[src/rtl/ir_nec_pkg.sv]
// Shared types and NEC pulse-width limits (in microseconds) for the IR frame decoder.
package ir_nec_pkg;

    typedef enum logic [2:0] {
        ST_IDLE,
        ST_LDR_LO,
        ST_LDR_HI,
        ST_BIT_LO,
        ST_BIT_HI,
        ST_CHECK,
        ST_RPT_END
    } state_t;

    localparam int unsigned WIDTH_W = 14;
    localparam logic [WIDTH_W-1:0] WIDTH_MAX = '1;

    localparam int unsigned LDR_LO_MIN = 8000;
    localparam int unsigned LDR_LO_MAX = 10000;
    localparam int unsigned LDR_HI_MIN = 4000;
    localparam int unsigned LDR_HI_MAX = 5000;
    localparam int unsigned RPT_HI_MIN = 2000;
    localparam int unsigned RPT_HI_MAX = 2500;
    localparam int unsigned BIT_LO_MIN = 300;
    localparam int unsigned BIT_LO_MAX = 800;
    localparam int unsigned B0_MIN     = 300;
    localparam int unsigned B0_MAX     = 800;
    localparam int unsigned B1_MIN     = 1400;
    localparam int unsigned B1_MAX     = 2000;

    // Limit in width-counter units; shift > 0 compresses all timing uniformly.
    function automatic logic [WIDTH_W-1:0] scale_us(input int unsigned us, input int unsigned shift);
        return WIDTH_W'(us >> shift);
    endfunction

    function automatic logic in_rng(input logic [WIDTH_W-1:0] w,
                                    input logic [WIDTH_W-1:0] lo,
                                    input logic [WIDTH_W-1:0] hi);
        return (w >= lo) && (w <= hi);
    endfunction

endpackage

[src/rtl/ir_input_filter.sv]
// Two-flop synchroniser plus N-sample glitch filter for the raw IR line.
// Edge strobes are asserted in the cycle before irf changes, so they align with the flip.
module ir_input_filter #(
    parameter int unsigned FILTER_LEN = 4
) (
    input  logic clk,
    input  logic rst_n,
    input  logic raw,
    output logic irf,
    output logic irf_rise,
    output logic irf_fall,
    output logic rx_high
);

    localparam int unsigned CNT_W = (FILTER_LEN > 1) ? $clog2(FILTER_LEN) : 1;

    logic             sync1;
    logic             sync2;
    logic [CNT_W-1:0] cnt;
    logic             flip_c;

    assign flip_c   = (sync2 != irf) && (cnt == CNT_W'(FILTER_LEN - 1));
    assign irf_rise = flip_c & sync2;
    assign irf_fall = flip_c & ~sync2;
    assign rx_high  = sync2;

    // Synchroniser resets low so a line held low through reset is not taken as idle.
    always_ff @(posedge clk or negedge rst_n) begin
        if (!rst_n) begin
            sync1 <= 1'b0;
            sync2 <= 1'b0;
            irf   <= 1'b1;
            cnt   <= '0;
        end else begin
            sync1 <= raw;
            sync2 <= sync1;
            if (sync2 != irf) begin
                if (flip_c) begin
                    irf <= sync2;
                    cnt <= '0;
                end else begin
                    cnt <= cnt + CNT_W'(1);
                end
            end else begin
                cnt <= '0;
            end
        end
    end

endmodule

[src/rtl/ir_nec_rx.sv]
// NEC infrared frame decoder: pulse-width measurement, 32-bit frame assembly,
// key/inverse check and CPU handshake with repeat/error/overrun reporting.
module ir_nec_rx
    import ir_nec_pkg::*;
#(
    parameter int unsigned CLK_FREQ_HZ = 50_000_000,
    parameter int unsigned FILTER_LEN  = 4,
    parameter int unsigned TIME_SHIFT  = 0
) (
    input  logic        clk_50M,
    input  logic        reset_n,
    input  logic        ir_rxd,
    input  logic        rd_ack,
    output logic [31:0] frame_data,
    output logic        frame_valid,
    output logic        frame_repeat,
    output logic        frame_err,
    output logic        overrun
);

    localparam int unsigned TICK_DIV = CLK_FREQ_HZ / 1_000_000;
    localparam int unsigned PRE_W    = (TICK_DIV > 1) ? $clog2(TICK_DIV) : 1;

    localparam logic [WIDTH_W-1:0] LL_MIN = scale_us(LDR_LO_MIN, TIME_SHIFT);
    localparam logic [WIDTH_W-1:0] LL_MAX = scale_us(LDR_LO_MAX, TIME_SHIFT);
    localparam logic [WIDTH_W-1:0] LH_MIN = scale_us(LDR_HI_MIN, TIME_SHIFT);
    localparam logic [WIDTH_W-1:0] LH_MAX = scale_us(LDR_HI_MAX, TIME_SHIFT);
    localparam logic [WIDTH_W-1:0] RH_MIN = scale_us(RPT_HI_MIN, TIME_SHIFT);
    localparam logic [WIDTH_W-1:0] RH_MAX = scale_us(RPT_HI_MAX, TIME_SHIFT);
    localparam logic [WIDTH_W-1:0] BL_MIN = scale_us(BIT_LO_MIN, TIME_SHIFT);
    localparam logic [WIDTH_W-1:0] BL_MAX = scale_us(BIT_LO_MAX, TIME_SHIFT);
    localparam logic [WIDTH_W-1:0] Z_MIN  = scale_us(B0_MIN, TIME_SHIFT);
    localparam logic [WIDTH_W-1:0] Z_MAX  = scale_us(B0_MAX, TIME_SHIFT);
    localparam logic [WIDTH_W-1:0] O_MIN  = scale_us(B1_MIN, TIME_SHIFT);
    localparam logic [WIDTH_W-1:0] O_MAX  = scale_us(B1_MAX, TIME_SHIFT);

    logic               irf;
    logic               irf_rise;
    logic               irf_fall;
    logic               rx_high;
    logic [PRE_W-1:0]   pre_cnt;
    logic               tick;
    logic [WIDTH_W-1:0] width;

    state_t      state, state_d;
    logic [4:0]  bit_idx, bit_idx_d;
    logic [31:0] shift, shift_d;
    logic [31:0] data_d;
    logic        valid_d, repeat_d, err_d, overrun_d;
    logic        armed, armed_d;

    ir_input_filter #(.FILTER_LEN(FILTER_LEN)) u_filter (
        .clk      (clk_50M),
        .rst_n    (reset_n),
        .raw      (ir_rxd),
        .irf      (irf),
        .irf_rise (irf_rise),
        .irf_fall (irf_fall),
        .rx_high  (rx_high)
    );

    assign tick = (pre_cnt == PRE_W'(TICK_DIV - 1));

    // Microsecond prescaler and saturating pulse-width counter, cleared on every edge.
    always_ff @(posedge clk_50M or negedge reset_n) begin
        if (!reset_n) begin
            pre_cnt <= '0;
            width   <= '0;
        end else begin
            pre_cnt <= tick ? '0 : pre_cnt + PRE_W'(1);
            if (irf_rise || irf_fall) begin
                width <= '0;
            end else if (tick && (width != WIDTH_MAX)) begin
                width <= width + WIDTH_W'(1);
            end
        end
    end

    always_ff @(posedge clk_50M or negedge reset_n) begin
        if (!reset_n) begin
            state        <= ST_IDLE;
            bit_idx      <= '0;
            shift        <= '0;
            armed        <= 1'b0;
            frame_data   <= '0;
            frame_valid  <= 1'b0;
            frame_repeat <= 1'b0;
            frame_err    <= 1'b0;
            overrun      <= 1'b0;
        end else begin
            state        <= state_d;
            bit_idx      <= bit_idx_d;
            shift        <= shift_d;
            armed        <= armed_d;
            frame_data   <= data_d;
            frame_valid  <= valid_d;
            frame_repeat <= repeat_d;
            frame_err    <= err_d;
            overrun      <= overrun_d;
        end
    end

    always_comb begin
        state_d   = state;
        bit_idx_d = bit_idx;
        shift_d   = shift;
        data_d    = frame_data;
        valid_d   = frame_valid & ~rd_ack;
        overrun_d = overrun & ~rd_ack;
        repeat_d  = 1'b0;
        err_d     = 1'b0;
        // Frames are only accepted once the line has been seen idle-high.
        armed_d   = armed | (irf & rx_high);

        case (state)
            ST_IDLE: begin
                if (irf_fall && armed) state_d = ST_LDR_LO;
            end
            ST_LDR_LO: begin
                if (irf_rise) begin
                    if (in_rng(width, LL_MIN, LL_MAX)) begin
                        state_d = ST_LDR_HI;
                    end else begin
                        err_d   = 1'b1;
                        state_d = ST_IDLE;
                    end
                end else if (width > LL_MAX) begin
                    err_d   = 1'b1;
                    state_d = ST_IDLE;
                end
            end
            ST_LDR_HI: begin
                if (irf_fall) begin
                    if (in_rng(width, LH_MIN, LH_MAX)) begin
                        state_d   = ST_BIT_LO;
                        bit_idx_d = '0;
                    end else if (in_rng(width, RH_MIN, RH_MAX)) begin
                        state_d = ST_RPT_END;
                    end else begin
                        err_d   = 1'b1;
                        state_d = ST_IDLE;
                    end
                end else if (width > LH_MAX) begin
                    err_d   = 1'b1;
                    state_d = ST_IDLE;
                end
            end
            ST_BIT_LO: begin
                if (irf_rise) begin
                    if (in_rng(width, BL_MIN, BL_MAX)) begin
                        state_d = ST_BIT_HI;
                    end else begin
                        err_d   = 1'b1;
                        state_d = ST_IDLE;
                    end
                end else if (width > BL_MAX) begin
                    err_d   = 1'b1;
                    state_d = ST_IDLE;
                end
            end
            ST_BIT_HI: begin
                if (irf_fall) begin
                    if (in_rng(width, Z_MIN, Z_MAX) || in_rng(width, O_MIN, O_MAX)) begin
                        shift_d   = {in_rng(width, O_MIN, O_MAX), shift[31:1]};
                        bit_idx_d = bit_idx + 5'd1;
                        state_d   = (bit_idx == 5'd31) ? ST_CHECK : ST_BIT_LO;
                    end else begin
                        err_d   = 1'b1;
                        state_d = ST_IDLE;
                    end
                end else if (width > O_MAX) begin
                    err_d   = 1'b1;
                    state_d = ST_IDLE;
                end
            end
            ST_CHECK: begin
                // A load coinciding with rd_ack keeps valid set and is not an overrun.
                if (shift[23:16] == ~shift[31:24]) begin
                    data_d  = shift;
                    valid_d = 1'b1;
                    if (frame_valid && !rd_ack) overrun_d = 1'b1;
                end else begin
                    err_d = 1'b1;
                end
                state_d = ST_IDLE;
            end
            ST_RPT_END: begin
                if (irf_rise) begin
                    repeat_d = in_rng(width, BL_MIN, BL_MAX);
                    state_d  = ST_IDLE;
                end else if (width > BL_MAX) begin
                    err_d   = 1'b1;
                    state_d = ST_IDLE;
                end
            end
            default: state_d = ST_IDLE;
        endcase
    end

endmodule

[config.mk]
export PLATFORM = sky130hd
export DESIGN_NAME = ir_nec_rx
export DESIGN_NICKNAME = d
export VERILOG_FILES = /design/src/rtl/ir_nec_pkg.sv /design/src/rtl/ir_input_filter.sv /design/src/rtl/ir_nec_rx.sv
export SDC_FILE = /design/constraint.sdc
export NUM_CORES = 1
export LEC_CHECK = 0
export CORE_MARGIN = 2
export CORE_UTILIZATION = 41
export CTS_BUF_LIST = sky130_fd_sc_hd__clkbuf_16
export DETAILED_ROUTE_END_ITERATION = 7
export MAX_ROUTING_LAYER = met4
export REMOVE_ABC_BUFFERS = 1
export SYNTH_ARGS = -nofsm -noshare
export SYNTH_HDL_FRONTEND = slang
export SYNTH_HIERARCHICAL = 1
export SYNTH_SLANG_ARGS = --single-unit
[constraint.sdc]
create_clock -name clk_50M -period 4.35 [get_ports clk_50M]
set_input_delay 0.87 -clock clk_50M [delete_from_list [all_inputs] [get_ports clk_50M]]
set_output_delay 0.87 -clock clk_50M [all_outputs]
set_load 0.1 [all_outputs]
* Yosys cells after proc, flatten, opt, wreduce, memory -nomap -nowiden
Index checks and enable logic that the tools add are counted.
Operators by class: add/subtract/negate cells 4, $lt $le $gt $ge 14, eq/ne operators 20, mux-type cells 50, bitwise operators 9, reduce and logical (&&, ||, !) cells 20
Operator list (count):
- $mux 3 | 15
- $ge 14x11->1 const B | 2
- $mux 14 | 2
- $mux 1 | 22
- $mux 5 | 4
- $pmux 3 s6 | 1
- $add 14x1->14 const B | 1
- $ge 14x12->1 const B | 1
- $ge 14x13->1 const B | 1
- $ge 14x9->1 const B | 1
- $gt 14x10->1 const B | 1
- $gt 14x11->1 const B | 1
- $gt 14x13->1 const B | 1
- $gt 14x14->1 const B | 1
- $le 14x10->1 const B | 1
- $le 14x11->1 const B | 1
- $le 14x12->1 const B | 1
- $le 14x13->1 const B | 1
- $le 14x14->1 const B | 1
- $ne 14x14->1 const B | 1
- $ne 2x2->1 const B | 5
- $pmux 5 s2 | 1
- $eq 3x3->1 const B | 3
- $logic_and 1x1->1 | 9
- other kinds (26) | 39
Word-level totals: register bits after elaboration 102, bits of input ports 4, output and inout port bits 36, logic and storage cells 132

* Longest topological paths before layout
Gate-level depths: netlist of run 1.
word-level depth 6, gate-level depth with buffers 10, depth with buffers taken out 8

* Cells and area by module
The synthesis of run 1 kept the hierarchy.
By module, submodules not included:
- ir_nec_rx | times used 1, cells each 407, area an instance 4733.3 µm², sequential area each 2427.3 µm²
- ir_input_filter | times used 1, cells each 14, area an instance 187.7 µm², sequential area each 126.4 µm²

* Worst setup path before layout of run 1
Ideal clock, no wire load.
path type flip-flop to flip-flop, start register width[0], end register shift[14], library setup time 0.125 ns, data arrival time 2.362 ns, required time 4.225 ns, setup slack 1.863 ns, cell stages (with the launch flop) 11, buffers on the path 2, period minus slack after synthesis 2.487 ns, cells stage by stage dfrtp_1 > inv_1 > ha_1 > nor3b_1 > a311oi_1 > or3_1 > a21boi_4 > or2_1 > buf_6 > buf_6 > mux2_4
Between the ends: word-level cells in the longest chain between the ends 4, elaborated cells between the ends (all ways) 8, classes of those cells 4 x order compare; 4 x reduce/logical
RTL lines:
- start, declared | line ir_nec_rx.sv:43 | logic [WIDTH_W-1:0] width;
- start signal, assigned | line ir_nec_rx.sv:74 | width <= width + WIDTH_W'(1);
- $ge 14x9->1 (tied with other cells) | line ir_nec_pkg.sv:38 | return (w >= lo) && (w <= hi);
- $logic_and 1x1->1 | line ir_nec_pkg.sv:38
- $logic_or 1x1->1 (*) | line ir_nec_rx.sv:163 | if (in_rng(width, Z_MIN, Z_MAX) || in_rng(width, O_MIN, O_MAX)) begin
- $reduce_and 3->1 (no line) (*)
- end signal, assigned | line ir_nec_rx.sv:93 | shift <= shift_d;
- end, declared | line ir_nec_rx.sv:47 | logic [31:0] shift, shift_d;
Mark *: on every way between the ends. The rest lies on a longest branch, timed or not. A chain may end at the register's enable or synchronous reset.

* Worst setup path in the final report of run 1
start register width[0], end register shift[28]
The elaborated chain is that of the path after synthesis.

==> results of run 1 <==
metal layers:
layer | GRT usage | part of all wire | up-vias
li1 | - | - | 1561
met1 | 0.216 | 0.47 | 1610
met2 | 0.238 | 0.47 | 71
met3 | 0.0298 | 0.038 | 10
met4 | 0.0585 | 0.019 | 0
met5 | - | 0 | -
final timing paths:
path                                 from          endpoint
max in group asynchronous         reset_n         shift[29]
hold / removal             u_filter/sync1  u_filter/rx_high
setup reg to reg                 width[0]         shift[28]
min in group asynchronous         reset_n    frame_data[15]
hold reg to reg            u_filter/sync1  u_filter/rx_high
setup / recovery                 width[0]         shift[28]
cell usage after synthesis, drive strengths merged (6+ instances only):
master and number:
a21oi 8, buf 19, clkbuf 8, dfrtp 101
ha 7, inv 15, mux2 63, nand2 18
nand3 12, nor2 28, nor3 12, nor4 12
o211ai 6, o21ai 18, or3 6, xnor2 22
worst max-delay path: cells and delay by family (launching register included):
kind	cells	cell delay, ps
compound gates	2	740
fa+ha+maj	1	220
flops	1	390
buf+inv	1	100
simple gates	3	1170
mux	1	410
final cells by class:
cell class	count	area (µm²)
clock buffer	9	225
inverter	15	56.3
timing repair buffer	43	418
fill	1064	6170
tap	147	184
clock inverter	7	97.6
multi-input combinational	277	2160
sequential	102	2550
power by group:
part	total, mW	switching [mW]	internal [mW]
clock	0.854	0.387	0.467
sequential	0.973	0.00958	0.964
combinational	0.0614	0.0414	0.0201
total	1.89	0.438	1.45
kinds of logic (layout without fill, tap and decap cells):
kind of cell / count (synthesis) / after routing
flip-flops: 102 / 102
adder cells (fa/ha/maj): 7 / 7
XOR/XNOR: 23 / 23
multiplexers: 65 / 65
AO/OA/AOI/OAI: 61 / 61
AND/OR/NAND/NOR: 121 / 121
buffers and inverters: 42 / 74
sequential cells by signal, indices dropped and copies added, names as in the netlist, 2 cells and up:
| signal | flops |
|---|---|
| bit_idx | 5 |
| frame_data | 32 |
| pre_cnt | 6 |
| shift | 32 |
| state | 3 |
| u_filter/cnt | 2 |
| width | 14 |
stage by stage:
step	setup WS (ps)	hold slack [ps]
6_report	1180	350
5_1_grt	926	374
4_1_cts	1180	352
3_5_place_dp	1190	335
3_3_place_gp	1300	333
2_1_floorplan	570	331
==> flow_metrics.env, run 1 <==
export IMPL_initial_core_util=0.415
export IMPL_via_per_inst=5.42
export IMPL_synth_top_family_by_area="multiplexers"
export IMPL_core_um2=11900
export IMPL_dr_first_iter_drc_count=255
export IMPL_die_area_um2=12900
export IMPL_final_cell_mix="101 x dfrtp_1, 50 x mux2_2, 38 x clkdlybuf4s50_1, 28 x nor2_1, 22 x xnor2_1"
export IMPL_insertion_delay_ps=340
export IMPL_clock_sinks=102
export IMPL_final_common_cell="dfrtp_1"
export IMPL_cp_required_ps=4580
export IMPL_rr_worst_depth=8
export IMPL_finClkSkew_ps=10.1
export IMPL_routedWlPerCell_um=15.3
export IMPL_dieHeight_um=114
export IMPL_track_usage=0.159
export IMPL_post_route_min_period_ps=3170
export IMPL_ys_seq_area_frac=0.519
export IMPL_post_route_util=0.480
export IMPL_antenna_found_initial=0
export IMPL_grt_pass1_wl_um=16000
export IMPL_synthMuxAreaShare=0.158
export IMPL_synth_async_reset_ratio=1.00
export IMPL_synth_flop_cell="dfrtp_1"
export IMPL_max_freq_mhz=315
export IMPL_critical_path_max_stage_delay_ps=810
export IMPL_drc=0
export IMPL_synthAdderAreaFrac=0.0178
export IMPL_finalMaxSlewViolations=0
export IMPL_crit_chain="inv_1 > ha_1 > nor3b_1 > a311oi_1 > or3_1 > a21boi_4 > or2_2 > mux2_2"
export IMPL_io_pins=40
export IMPL_dp_cells=584
export IMPL_crit_path_top_delay_cell="or2_2"
export IMPL_final_layout_size_suffix_gt1_frac=0.205
export IMPL_clk_path_buf_depth=2
export IMPL_arrival_ps=3400
export IMPL_cap_viol_max_count=0
export IMPL_overflow=0
export IMPL_cts_made_buffers=9
export IMPL_io_buffer_count=39
export IMPL_tightest_slew_ps=993
export IMPL_fin_setup_tns_ps=0
export IMPL_worstHoldPathType="register to register"
export IMPL_cts_tree="built"
export IMPL_crit_type="register to register"
export IMPL_synth_simple_area_share=0.132
export IMPL_drt_wl_total_um=9170
export IMPL_die_w_um=114
export IMPL_yosysWarnings=6
export IMPL_ctsHoldBuffers=0
export IMPL_period_share=0.729
export IMPL_synth_top_area_frac=0.514
export IMPL_finalPower_mw=1.89
export IMPL_grt_start_max_net_pins=81
export IMPL_p_leak_nw=2.56
export IMPL_syn_inst=421
export IMPL_grt_pass1_vias=3188
export IMPL_h_tree_depth=3
export IMPL_num_vias=3252
export IMPL_gp_congestion=0.848
export IMPL_rsz0062_at_grt="no"
export IMPL_yosys_area_top_type="dfrtp_1"
export IMPL_clkTransAtPathRegs_ps=70
export IMPL_layout_area_overhead_vs_synth_pct=15.7
export IMPL_holdPathStages=0
export IMPL_finalHoldViolations=0
export IMPL_cts_resized=0
export IMPL_cp_end_kind="register"
export IMPL_cts_root_buffer="clkbuf_16"
export IMPL_design_area_um2=5690
export IMPL_setup_viol=0
export IMPL_synth_xor_area_frac=0.0409
export IMPL_synth_edff_count=0
export IMPL_hpwl_um=6170
export IMPL_final_nets=459
export IMPL_diodes=0
export IMPL_post_cts_setup_buffers=0
export IMPL_status="completed"
export IMPL_synth_area_um2=4920
export IMPL_antenna_left=0
export IMPL_maxSlewHeadroom=0.338
export IMPL_avgSynthCellArea_um2=11.7
export IMPL_reg2reg_slack_ps=1180
export IMPL_yosys_register_bits=102
export IMPL_yosys_cell_types_count=61
export IMPL_synth_compound_area_frac=0.0890
export IMPL_ir_drop_uv=188
export IMPL_firstDrtPassIters=4
export IMPL_powerDensity_nw_per_um2=332
export IMPL_crit_path_start_kind="register"
export IMPL_synthTopCellsByArea="dfrtp_1 51%, mux2_2 11%, mux2_4 4.0%, xnor2_1 3.9%, nor2_1 2.1%"
export IMPL_placed_cell_area_um2=5370
export IMPL_stdcell_count=600
export IMPL_path_max_fanout=38
export IMPL_placementRows=40
Note: power is estimated with default switching activity, not from simulation.
==> run 2: changes to the inputs <==
==> constraint.sdc (replaced) <==
create_clock -name clk_50M -period 2.9 [get_ports clk_50M]
set_input_delay 0.58 -clock clk_50M [delete_from_list [all_inputs] [get_ports clk_50M]]
set_output_delay 0.58 -clock clk_50M [all_outputs]
set_load 0.1 [all_outputs]
==> run 2 against run 1 <==
Combinational power grew 53%. Critical path depth grew 1. Die area is the same.
==> flow_metrics.env, run 2 (same netlist as run 1, synthesis figures left out) <==
export IMPL_status="completed"
export IMPL_finClkSkew_ps=10.3
export IMPL_placementRows=40
export IMPL_pwr_share_comb=0.033
export IMPL_crit_path_top_delay_cell="dfrtp_1"
export IMPL_die_w_um=114
export IMPL_rsz0062_at_grt="no"
export IMPL_grt_start_max_net_pins=62
export IMPL_endpoint="shift[18]"
export IMPL_stdcell_count=608
export IMPL_ctsHoldBuffers=0
export IMPL_top_regs="frame_data (32), shift (32), width (14)"
export IMPL_startpoint="width[0]"
export IMPL_insertion_delay_ps=350
export IMPL_arrival_ps=2920
export IMPL_dp_cells=592
export IMPL_sequentialPowerShare=0.514
export IMPL_rr_worst_depth=9
export IMPL_cts_resized=0
export IMPL_overflow=0
export IMPL_crit_chain="inv_1 > ha_1 > nor3b_2 > a311oi_2 > or3_1 > a21boi_4 > or2_2 > buf_12 > mux2_4"
export IMPL_antenna_found_initial=0
export IMPL_p_leak_nw=2.69
export IMPL_path_max_fanout=31
export IMPL_die_area_um2=12900
export IMPL_grt_pass1_vias=3152
export IMPL_use_met3=0.0298
export IMPL_p_switching_mw=0.665
export IMPL_layout_area_overhead_vs_synth_pct=15.9
export IMPL_maxSlewHeadroom=0.630
export IMPL_powerDensity_nw_per_um2=498
export IMPL_dieHeight_um=114
export IMPL_clkTransAtPathRegs_ps=80
export IMPL_critical_path_max_stage_delay_ps=410
export IMPL_dr_first_iter_drc_count=269
export IMPL_r2r_end="shift[18]"
export IMPL_clock_sinks=102
export IMPL_via_per_inst=5.45
export IMPL_final_cell_mix="101 x dfrtp_1, 50 x mux2_2, 47 x buf_4, 28 x nor2_1, 22 x xnor2_1"
export IMPL_ir_drop_uv=299
export IMPL_met1_usage=0.226
export IMPL_post_route_min_period_ps=2690
export IMPL_cts_made_buffers=9
export IMPL_cp_end_kind="register"
export IMPL_drc=0
export IMPL_p_clk_frac=0.453
export IMPL_clk_path_buf_depth=2
export IMPL_post_route_util=0.481
export IMPL_finalHoldViolations=0
export IMPL_setup_viol=0
export IMPL_final_layout_size_suffix_gt1_frac=0.302
export IMPL_worstHoldPathType="input port to async pin"
export IMPL_period_share=0.929
export IMPL_netSwitchingFraction=0.234
export IMPL_cap_viol_max_count=0
export IMPL_grt_pass1_wl_um=16300
export IMPL_post_cts_setup_buffers=0
export IMPL_num_vias=3315
export IMPL_busiest_layer="met2"
export IMPL_fin_setup_tns_ps=0
export IMPL_crit_type="register to register"
export IMPL_hpwl_um=6330
export IMPL_diodes=0
export IMPL_io_pins=40
export IMPL_finalMaxSlewViolations=0
export IMPL_reg2reg_slack_ps=210
export IMPL_routedWlPerCell_um=15.3
export IMPL_firstDrtPassIters=5
export IMPL_cts_tree="built"
export IMPL_initial_core_util=0.415
export IMPL_cp_required_ps=3130
export IMPL_p_int_mw=2.18
export IMPL_drt_wl_total_um=9280
export IMPL_final_common_cell="dfrtp_1"
export IMPL_tightest_slew_ps=554
export IMPL_core_um2=11900
export IMPL_gp_congestion=0.878
export IMPL_io_buffer_count=39
export IMPL_h_tree_depth=3
export IMPL_met2_usage=0.236
export IMPL_max_freq_mhz=371
export IMPL_antenna_left=0
export IMPL_cts_root_buffer="clkbuf_16"
export IMPL_crit_path_start_kind="register"
export IMPL_rr_startpoint="width[0]"
export IMPL_track_usage=0.162
export IMPL_final_nets=467
-- run 2: routing by layer --
| metal | vias to the layer above | wire length (µm) |
|---|---|---|
| met4 | 0 | 157 |
| met1 | 1630 | 4420 |
| met2 | 98 | 4250 |
| li1 | 1575 | - |
| met5 | - | 0 |
| met3 | 12 | 453 |
-- run 2: stage by stage --
step	total power, mW	instance area (µm²)	hold WS (ps)	setup slack (ps)
floorplan	1.53	4760	284	-880
CTS	2.89	5690	225	90.8
finish	2.84	5710	217	207
detailed placement	1.59	5370	335	114
global placement	1.58	5370	333	241
global route	2.97	5710	252	8.99
-- run 2: final cells by class --
type	instances	area [µm²]
clock buffers	9	225
multi-input cells	277	2170
fillers	1071	6160
inverters	15	56.3
repair buffers	51	413
flip-flops and latches	102	2550
well taps	147	184
clock inverters	7	103
-- run 2: worst min-delay path by stage --
stage	endpoint	slack, ps
floorplan	armed	280
global placement	u_filter/rx_high	330
detailed placement	u_filter/rx_high	330
CTS	frame_valid	220
global route	frame_valid	250
finish	frame_data[15]	220
-- run 2: worst max-delay path: cells and delay by family, from the launching register on --
| family | cells | cell delay [ps] |
|---|---|---|
| simple gates | 3 | 990 |
| flops | 1 | 410 |
| compound gates | 2 | 330 |
| buf+inv | 2 | 330 |
| mux | 1 | 310 |
| fa+ha+maj | 1 | 180 |
-- run 2: power by group through the flow --
stage / Clock, mW / Sequential [mW] / Combinational [mW]
finish: 1.29 / 1.46 / 0.0939
global route: 1.38 / 1.47 / 0.115
CTS: 1.33 / 1.46 / 0.0979
detailed placement: 0 / 1.49 / 0.0973
global placement: 0 / 1.49 / 0.0949
floorplan: 0 / 1.49 / 0.0482
==> run 3: changes to the inputs <==
--- a/config.mk
+++ b/config.mk
@@ -6,10 +6,11 @@
 export NUM_CORES = 1
 export LEC_CHECK = 0
 export CORE_MARGIN = 2
-export CORE_UTILIZATION = 41
+export CORE_UTILIZATION = 52
 export CTS_BUF_LIST = sky130_fd_sc_hd__clkbuf_16
 export DETAILED_ROUTE_END_ITERATION = 7
 export MAX_ROUTING_LAYER = met4
+export PLACE_DENSITY = 0.75
 export REMOVE_ABC_BUFFERS = 1
 export SYNTH_ARGS = -nofsm -noshare
 export SYNTH_HDL_FRONTEND = slang
==> run 3 against run 2 <==
Cell area decreased by 2.0%. Fmax increased by 1.2%. Routed wire length increased by 0.92%. Sequential share of layout area increased by 0.93 points. Cell count decreased by 6.6%. First-iteration DRC count decreased by 18%. Clock-buffer cell count unchanged. Setup slack improved by 32 ps. Critical endpoint unchanged. Largest cell class unchanged.
==> flow_metrics.env, run 3 (same netlist as run 1, synthesis figures left out) <==
export IMPL_arrival_ps=2880
export IMPL_drt_wl_total_um=9370
export IMPL_period_share=0.917
export IMPL_num_vias=3300
export IMPL_cp_required_ps=3120
export IMPL_worstHoldPathType="input port to async pin"
export IMPL_pwr_share_comb=0.035
export IMPL_grt_pass1_wl_um=15500
export IMPL_cp_end_kind="register"
export IMPL_p_clk_frac=0.427
export IMPL_cts_root_buffer="clkbuf_16"
export IMPL_clkTransAtPathRegs_ps=70
export IMPL_rsz0062_at_grt="no"
export IMPL_status="completed"
export IMPL_max_freq_mhz=376
export IMPL_maxSlewHeadroom=0.649
export IMPL_finalPower_mw=2.72
export IMPL_crit_chain="inv_1 > ha_1 > nor3b_2 > a311oi_2 > or3_1 > a21boi_4 > or2_2 > buf_12 > mux2_4"
export IMPL_setup_viol=0
export IMPL_finalMaxSlewViolations=0
export IMPL_track_usage=0.197
export IMPL_die_area_um2=10300
export IMPL_final_common_cell="dfrtp_1"
export IMPL_reg2reg_slack_ps=240
export IMPL_sequentialPowerShare=0.538
export IMPL_crit_path_start_kind="register"
export IMPL_placementRows=35
export IMPL_cap_viol_max_count=0
export IMPL_final_cell_mix="101 x dfrtp_1, 50 x mux2_2, 44 x buf_4, 28 x nor2_1, 22 x xnor2_1"
export IMPL_via_per_inst=5.81
export IMPL_grt_pass1_vias=3159
export IMPL_drc=0
export IMPL_whs_ps=93.3
export IMPL_p_switching_mw=0.641
export IMPL_path_max_fanout=38
export IMPL_io_buffer_count=39
export IMPL_hpwl_um=6330
export IMPL_cts_tree="built"
export IMPL_grt_start_max_net_pins=54
export IMPL_clk_path_buf_depth=2
export IMPL_crit_path_top_delay_cell="dfrtp_1"
export IMPL_core_um2=9200
export IMPL_clock_sinks=102
export IMPL_final_nets=464
export IMPL_die_w_um=101
export IMPL_overflow=0
export IMPL_finClkSkew_ps=8.75
export IMPL_tightest_slew_ps=525
export IMPL_post_route_min_period_ps=2660
export IMPL_p_int_mw=2.07
export IMPL_top_regs="frame_data (32), shift (32), width (14)"
export IMPL_cp_num_buf_inv=2
export IMPL_netSwitchingFraction=0.236
export IMPL_dieHeight_um=101
export IMPL_diodes=0
export IMPL_io_pins=40
export IMPL_antenna_found_initial=0
export IMPL_ctsHoldBuffers=0
export IMPL_path_delay_family="simple AND/OR/NAND/NOR gates"
export IMPL_powerDensity_nw_per_um2=486
export IMPL_post_route_util=0.608
export IMPL_dr_first_iter_drc_count=221
export IMPL_final_layout_size_suffix_gt1_frac=0.295
export IMPL_layout_area_overhead_vs_synth_pct=13.6
export IMPL_firstDrtPassIters=5
export IMPL_routedWlPerCell_um=16.5
export IMPL_h_tree_depth=3
export IMPL_insertion_delay_ps=340
export IMPL_rr_startpoint="width[0]"
export IMPL_cts_made_buffers=9
export IMPL_crit_type="register to register"
export IMPL_startpoint="width[0]"
export IMPL_gp_congestion=0.935
export IMPL_critical_path_max_stage_delay_ps=410
export IMPL_antenna_left=0
export IMPL_initial_core_util=0.535
export IMPL_finalHoldViolations=0
export IMPL_ir_drop_uv=305
export IMPL_p_leak_nw=2.65
[run 3: changes by cell type in the layout (fill, tap and decap cells not counted), sizes merged]
cell / delta
bufinv: -1
clkinv: -2
buf: -3
clkinvlp: +1
inv: +1
[run 3: final timing paths]
kind,end,cells after the start
min in group clk_50M,u_filter/rx_high,0
max in group asynchronous,frame_data[14],2
worst min register to register,u_filter/rx_high,0
worst min-delay path,width[8],1
worst max-delay path,shift[18],9
worst max register to register,shift[18],9
[run 3: layout make-up]
type,count,area [µm²]
Fill cell,744,3610
Clock buffer,9,225
Clock inverter,6,53.8
Inverter,15,56.3
Multi-Input combinational cell,277,2170
Sequential cell,102,2550
Tap cell,111,139
Timing Repair Buffer,48,390
[run 3: stage by stage]
stage	setup slack, ps	instances	TNS (ps)	area (µm²)
floorplan	-880	394	-35980	4760
CTS	161	568	0	5580
detailed placement	181	553	0	5300
global placement	235	553	0	5300
global route	66.4	568	0	5590
finish	239	568	0	5590
[run 3: what timing repair did]
action	in CTS	in global routing
setup endpoints to repair	0	31
gates resized for setup	0	2
buffers inserted	0	0
[run 3: worst register-to-register path: cells and delay by family (launching register included)]
kind            cells  cell delay, ps
flops               1             410
fa+ha+maj           1             180
simple gates        3             950
compound gates      2             340
mux                 1             330
buf+inv             2             320
[run 3: power by group through the flow]
stage / logic [mW] / clock network, mW / registers, mW
3_5_place_dp: 0.0977 / 0 / 1.49
2_1_floorplan: 0.0482 / 0 / 1.49
6_report: 0.0961 / 1.16 / 1.46
3_3_place_gp: 0.0937 / 0 / 1.49
5_1_grt: 0.111 / 1.24 / 1.46
4_1_cts: 0.0993 / 1.19 / 1.46
[run 3: routing by layer]
layer | share of wire | wire length, µm | up-vias | GRT usage
met2 | 0.49 | 4620 | 66 | 0.303
met1 | 0.46 | 4350 | 1640 | 0.261
met5 | 0 | 0 | - | -
met4 | 0.018 | 170 | 0 | 0.0790
met3 | 0.024 | 226 | 17 | 0.0338
li1 | - | - | 1577 | -
==> RTL change 1: new RTL, flow settings as in run 2 <==
Set the parameter `CLK_FREQ_HZ` to 100_000_000 (it was 50_000_000).
--- a/src/rtl/ir_nec_rx.sv
+++ b/src/rtl/ir_nec_rx.sv
@@ -5,3 +5,3 @@
 #(
-    parameter int unsigned CLK_FREQ_HZ = 50_000_000,
+    parameter int unsigned CLK_FREQ_HZ = 100_000_000,
     parameter int unsigned FILTER_LEN  = 4,
Check against the original RTL: no difference found for any inputs over 10 cycles, from zero or initial values and one cycle with reset_n low; that may be too few to reach the edited logic, so the function may still have changed.
==> RTL change 1 against run 2 <==
  * The run now ends with design-rule violations left
  * Die area is 1.2% lower
  * Sequential cell count is 1 higher
  * Area after synthesis is 1.2% lower
  * Final area is 1.3% lower
  * Critical endpoint is now bit_idx[3]
  * Synthesized cell count is 1.4% lower
  * Critical path type unchanged
  * Power is 1.7% lower
  * Non-clock buffer count is 2 lower
  * Utilization is 0.80 points higher
  * Highest routed layer unchanged
  * Worst setup slack better by 0.20 ns
  * Largest cell class unchanged
  * Clock power is 5% lower
  * Routed wire length is 1.1% higher
  * Cell count is 1.2% lower
==> RTL change 1: results (changes against run 2) <==
| Metric | Value |
|---|---|
| Failing checks | `design-rule violations` |
| CTS clk-pin slew, worst paths | `0.07 ns` |
| Worst skew pair latency | `0.35 ns (about the same)` |
| Bufs on Longest Clock Path | `2 (unchanged)` |
| Ant diodes | `0 (unchanged)` |
| Largest registers | `frame_data: 32 flops, shift: 32 flops, width: 14 flops` |
| Initial DRC Count | `245 (-8.9%)` |
| Fin cells | `601 (-1.2%)` |
| Initial antenna violation count | `0 (unchanged)` |
| CTS HTree Levels | `3 (unchanged)` |
| R2R depth | `9 (unchanged)` |
| Final HPWL DP | `6450 um (+1.9%)` |
| Post-CTS Setup Bufs | `0 (unchanged)` |
| Routability Congestion | `0.883 (+0.54%)` |
| Number of fill cells | `1,038 (-3.1%)` |
| Count of cell types in the netlist | `58 (-4.9%)` |
| TritonRoute pass-1 iters | `7 (+2)` |
| Total Nets Final | `463 (-0.86%)` |
| Vias/cell | `5.44 (-0.30%)` |
| IO buf count | `39 (unchanged)` |
| Leak Pwr | `2.72 nW (+1.1%)` |
| Fraction of registers with async set/reset | `1.00 (unchanged)` |
| Crit path max fanout | `42 (+35%)` |
| WP data arrival | `2.76 ns (-0.16 ns)` |
| Peak VDD IR | `235 uV (-22%)` |
| Post-synthesis sequential area ratio | `0.531 (+0.0116)` |
| Largest net degree at the start of global routing | `44 (-29%)` |
| Synth top cells by count | `dfrtp_1 (102), mux2_2 (63), nor2_1 (30), nand2_1 (17), inv_1 (15)` |
| Clock Skew | `0.00738 ns (-0.00290 ns)` |
| Avg Cell Area, Syn | `11.7 sq um (+0.21%)` |
| WL/cell | `15.6 um (+2.3%)` |
| Most used DFF post-synth | `dfrtp_1` |
| GRT Util Overall | `0.160 (-0.00195)` |
| Vias in the first global route | `3,229 (+2.4%)` |
| Synth area leaders | `dfrtp_1 (53%), mux2_2 (15%), nor2_1 (2.3%)` |
| Root buffer cell | `clkbuf_16` |
| # resized after CTS | `0 (unchanged)` |
| Yosys warns | `6 (unchanged)` |
| Status | `finished with violations` |
| Placed Cells | `585 (-1.2%)` |
| Rel. slew slack | `0.629 (-0.000814)` |
| Share of post-route cells with drive strength above 1 | `0.303 (+0.00198)` |
| Total clock buffers created by CTS | `9 (unchanged)` |
| DR DRC count | `5 (+5)` |
| Global-route wire length before repair | `16,000 um (-1.6%)` |
| Min-Delay Path Class | `primary input to asynchronous set/reset pin` |
[RTL change 1: cell families (layout without fill, tap and decap cells)]
group | after synthesis | in the layout | share of synthesized area
and+or+nand+nor | 125 | 125 | 0.143
xor gates and xnor gates | 21 | 21 | 0.0378
AOI/OAI and AO/OA | 57 | 57 | 0.0829
adders and majority gates | 6 | 6 | 0.0154
buffers and inverters | 37 | 80 | 0.0378
muxes | 66 | 66 | 0.152
DFF | 103 | 103 | 0.531
[RTL change 1: layout make-up]
type,count,area share
clock buffers,9,0.0400
clock inverters,7,0.0140
inverters,15,0.0100
multi-input cells,275,0.373
flip-flops and latches,103,0.458
well taps,143,0.0318
repair buffers,49,0.0729
[RTL change 1: per-layer routing]
layer / part of all wire / global-route usage / vias up
li1: - / - / 1566
met4: 0.011 / 0.0553 / 0
met3: 0.037 / 0.0332 / 9
met5: 0 / - / -
met1: 0.46 / 0.209 / 1620
met2: 0.49 / 0.251 / 72
[RTL change 1: power by group]
| part | switching [W] | internal (W) | total, W |
|---|---|---|---|
| clock | 0.000545 | 0.000680 | 0.00122 |
| sequential | 0.0000144 | 0.00146 | 0.00147 |
| combinational | 0.0000629 | 0.0000339 | 0.0000968 |
| total | 0.000622 | 0.00217 | 0.00280 |
[RTL change 1: final timing paths]
path | start | endpoint | slack (ns)
setup / recovery | width[0] | bit_idx[3] | 0.41
hold / removal | reset_n | shift[18] | 0.22
setup reg to reg | width[0] | bit_idx[3] | 0.41
hold reg to reg | u_filter/sync1 | u_filter/rx_high | 0.35
max in group asynchronous | reset_n | state[1] | 2.08
min in group clk_50M | u_filter/sync1 | u_filter/rx_high | 0.35
[RTL change 1: worst max-delay path, cell delays in order (launching register included)]
cell	delay (ns)
dfrtp_1	0.40
inv_1	0.10
ha_1	0.18
nor4b_1	0.27
a211oi_1	0.15
nor3_1	0.48
o21ai_4	0.12
buf_12	0.19
or3_1	0.36
a21boi_1	0.15
[RTL change 1: per-stage QoR]
step / power, W / area, sq um / TNS [ns] / setup WS [ns]
after CTS: 0.00284 / 5630 / 0 / 0.426
after global routing: 0.00291 / 5630 / 0 / 0.235
after floorplan: 0.00154 / 4730 / -22.58 / -0.681
final: 0.00280 / 5630 / 0 / 0.412
after global placement: 0.00160 / 5330 / 0 / 0.536
after detailed placement: 0.00160 / 5330 / 0 / 0.430
==> RTL change 2: new RTL, config.mk and constraints of run 2 <==
Without the edit above. Put one more register stage on the output `frame_err`, with the module's reset. The value now appears one clock later. The other outputs are not delayed to match.
--- a/src/rtl/ir_nec_rx.sv
+++ b/src/rtl/ir_nec_rx.sv
@@ -36,2 +36,4 @@
 
+    logic frame_err_s0;
+
     logic               irf;
@@ -87,3 +89,3 @@
             frame_repeat <= 1'b0;
-            frame_err    <= 1'b0;
+            frame_err_s0 <= 1'b0;
             overrun      <= 1'b0;
@@ -97,3 +99,3 @@
             frame_repeat <= repeat_d;
-            frame_err    <= err_d;
+            frame_err_s0 <= err_d;
             overrun      <= overrun_d;
@@ -199,2 +201,10 @@
 
+    always_ff @(posedge clk_50M or negedge reset_n) begin
+        if (!reset_n) begin
+            frame_err <= '0;
+        end else begin
+            frame_err <= frame_err_s0;
+        end
+    end
+
 endmodule
Formal check against the unedited RTL: same outputs for any inputs over 10 cycles, from zero or initial values and one cycle with reset_n low; that may be too few to reach the edited logic, so the function may still have changed.
==> RTL change 2 against run 2 <==
  * Sequential cell count grew 1
  * Cell count grew 0.49%
  * Utilization is essentially flat
  * Area after synthesis grew 0.51%
  * Count of clock-buffer cells in the layout is the same
  * Hold slack gained 0.0084 ns
  * Routed wire length grew 0.17%
  * Final area grew 0.39%
  * Critical path type unchanged
  * Worst setup slack gained 0.029 ns
  * Power shrank 1.3%
  * Synthesized cell count grew 0.24%
  * Global-route usage shrank 0.55 points
==> RTL change 2: results (changes against run 2) <==
| Metric | Value |
|---|---|
| Inverters | `15 (unchanged)` |
| Critical path's top delay family | `compound AO/OA/AOI/OAI gates` |
| Routability Congestion | `0.847 (-3.5%)` |
| Vias | `3,343 (+0.84%)` |
| Reg area | `2580 sq um (+0.98%)` |
| Dpl ws | `0.0664 ns (-0.0475 ns)` |
| Largest net degree at the start of global routing | `57 (-8.1%)` |
| Initial DRC Count | `311 (+16%)` |
| WP data arrival | `2.89 ns (-0.03 ns)` |
| Nonclk buf count | `54 (+5.9%)` |
| PD cells | `490 nW/um^2 (-1.7%)` |
| Layout clock area frac | `0.0524 (-0.00503)` |
| Synth area leaders | `dfrtp_1 (52%), mux2_2 (11%), mux2_4 (3.9%)` |
| CTS sink count | `103 (+0.98%)` |
| CP max stage delay | `0.39 ns (-0.02 ns)` |
| Final HPWL DP | `6430 um (+1.5%)` |
| Status | `finished clean` |
| Share of post-route cells with drive strength above 1 | `0.304 (+0.00236)` |
| Pint | `0.00217 W (-0.34%)` |
| Post-synthesis sequential area ratio | `0.521 (+0.00243)` |
| Multi-input logic area | `2170 sq um (+0.12%)` |
| Initial antenna violation count | `0 (unchanged)` |
| Routed Wire Length | `9300 um (+0.17%)` |
| Total Nets Final | `471 (+0.86%)` |
| Seq/total area | `0.450 (+0.00261)` |
| Slew @ Worst Pin | `0.567 ns (+0.0133 ns)` |
| Clock Skew | `0.00835 ns (-0.00192 ns)` |
| Crit path max fanout | `15 (-52%)` |
| Number of fill cells | `1,068 (-0.28%)` |
| Global-route wire length before repair | `15,900 um (-2.3%)` |
| Synth top cells by count | `dfrtp_1 (102), mux2_2 (50), nor2_1 (28), xnor2_1 (22), nand2_1 (18)` |
| Vias/cell | `5.47 (+0.35%)` |
| Peak VDD IR | `250 uV (-16%)` |
| Clk_buf instances | `9 (unchanged)` |
| Leak Pwr | `2.71 nW (+0.53%)` |
| Syn Inst Count | `422 (+0.24%)` |
| Placed Cells | `596 (+0.68%)` |
| Non-clk buf share | `0.0760 (+0.00365)` |
| Placed Area | `5410 sq um (+0.89%)` |
| TritonRoute pass-1 iters | `4 (-1)` |
| GRT Util Overall | `0.157 (-0.00555)` |
RTL change 2: cell families (layout without fill, tap and decap cells):
family	Yosys count	count (layout)	synth area share
buffers and inverters	42	84	0.0430
AOI/OAI and AO/OA	61	61	0.0885
adders and majority gates	7	7	0.0177
xor gates and xnor gates	23	23	0.0407
DFF	103	103	0.521
and+or+nand+nor	121	121	0.131
muxes	65	65	0.157
RTL change 2: worst paths after layout:
path / startpoint / to / slack, ns / cells after the start
worst min-delay path: reset_n / overrun / 0.23 / 1
worst max register to register: width[0] / shift[8] / 0.24 / 9
max in group asynchronous: reset_n / shift[10] / 1.86 / 3
worst min register to register: u_filter/sync1 / u_filter/rx_high / 0.35 / 0
worst max-delay path: width[0] / shift[8] / 0.24 / 9
min in group clk_50M: u_filter/sync1 / u_filter/rx_high / 0.35 / 0
RTL change 2: metal layers:
layer  vias up  global-route usage  wire (um)
li1       1588                   -          -
met1      1672               0.209       4380
met2        70               0.241       4420
met3        13              0.0228        342
met4         0              0.0650        158
met5         -                   -          0
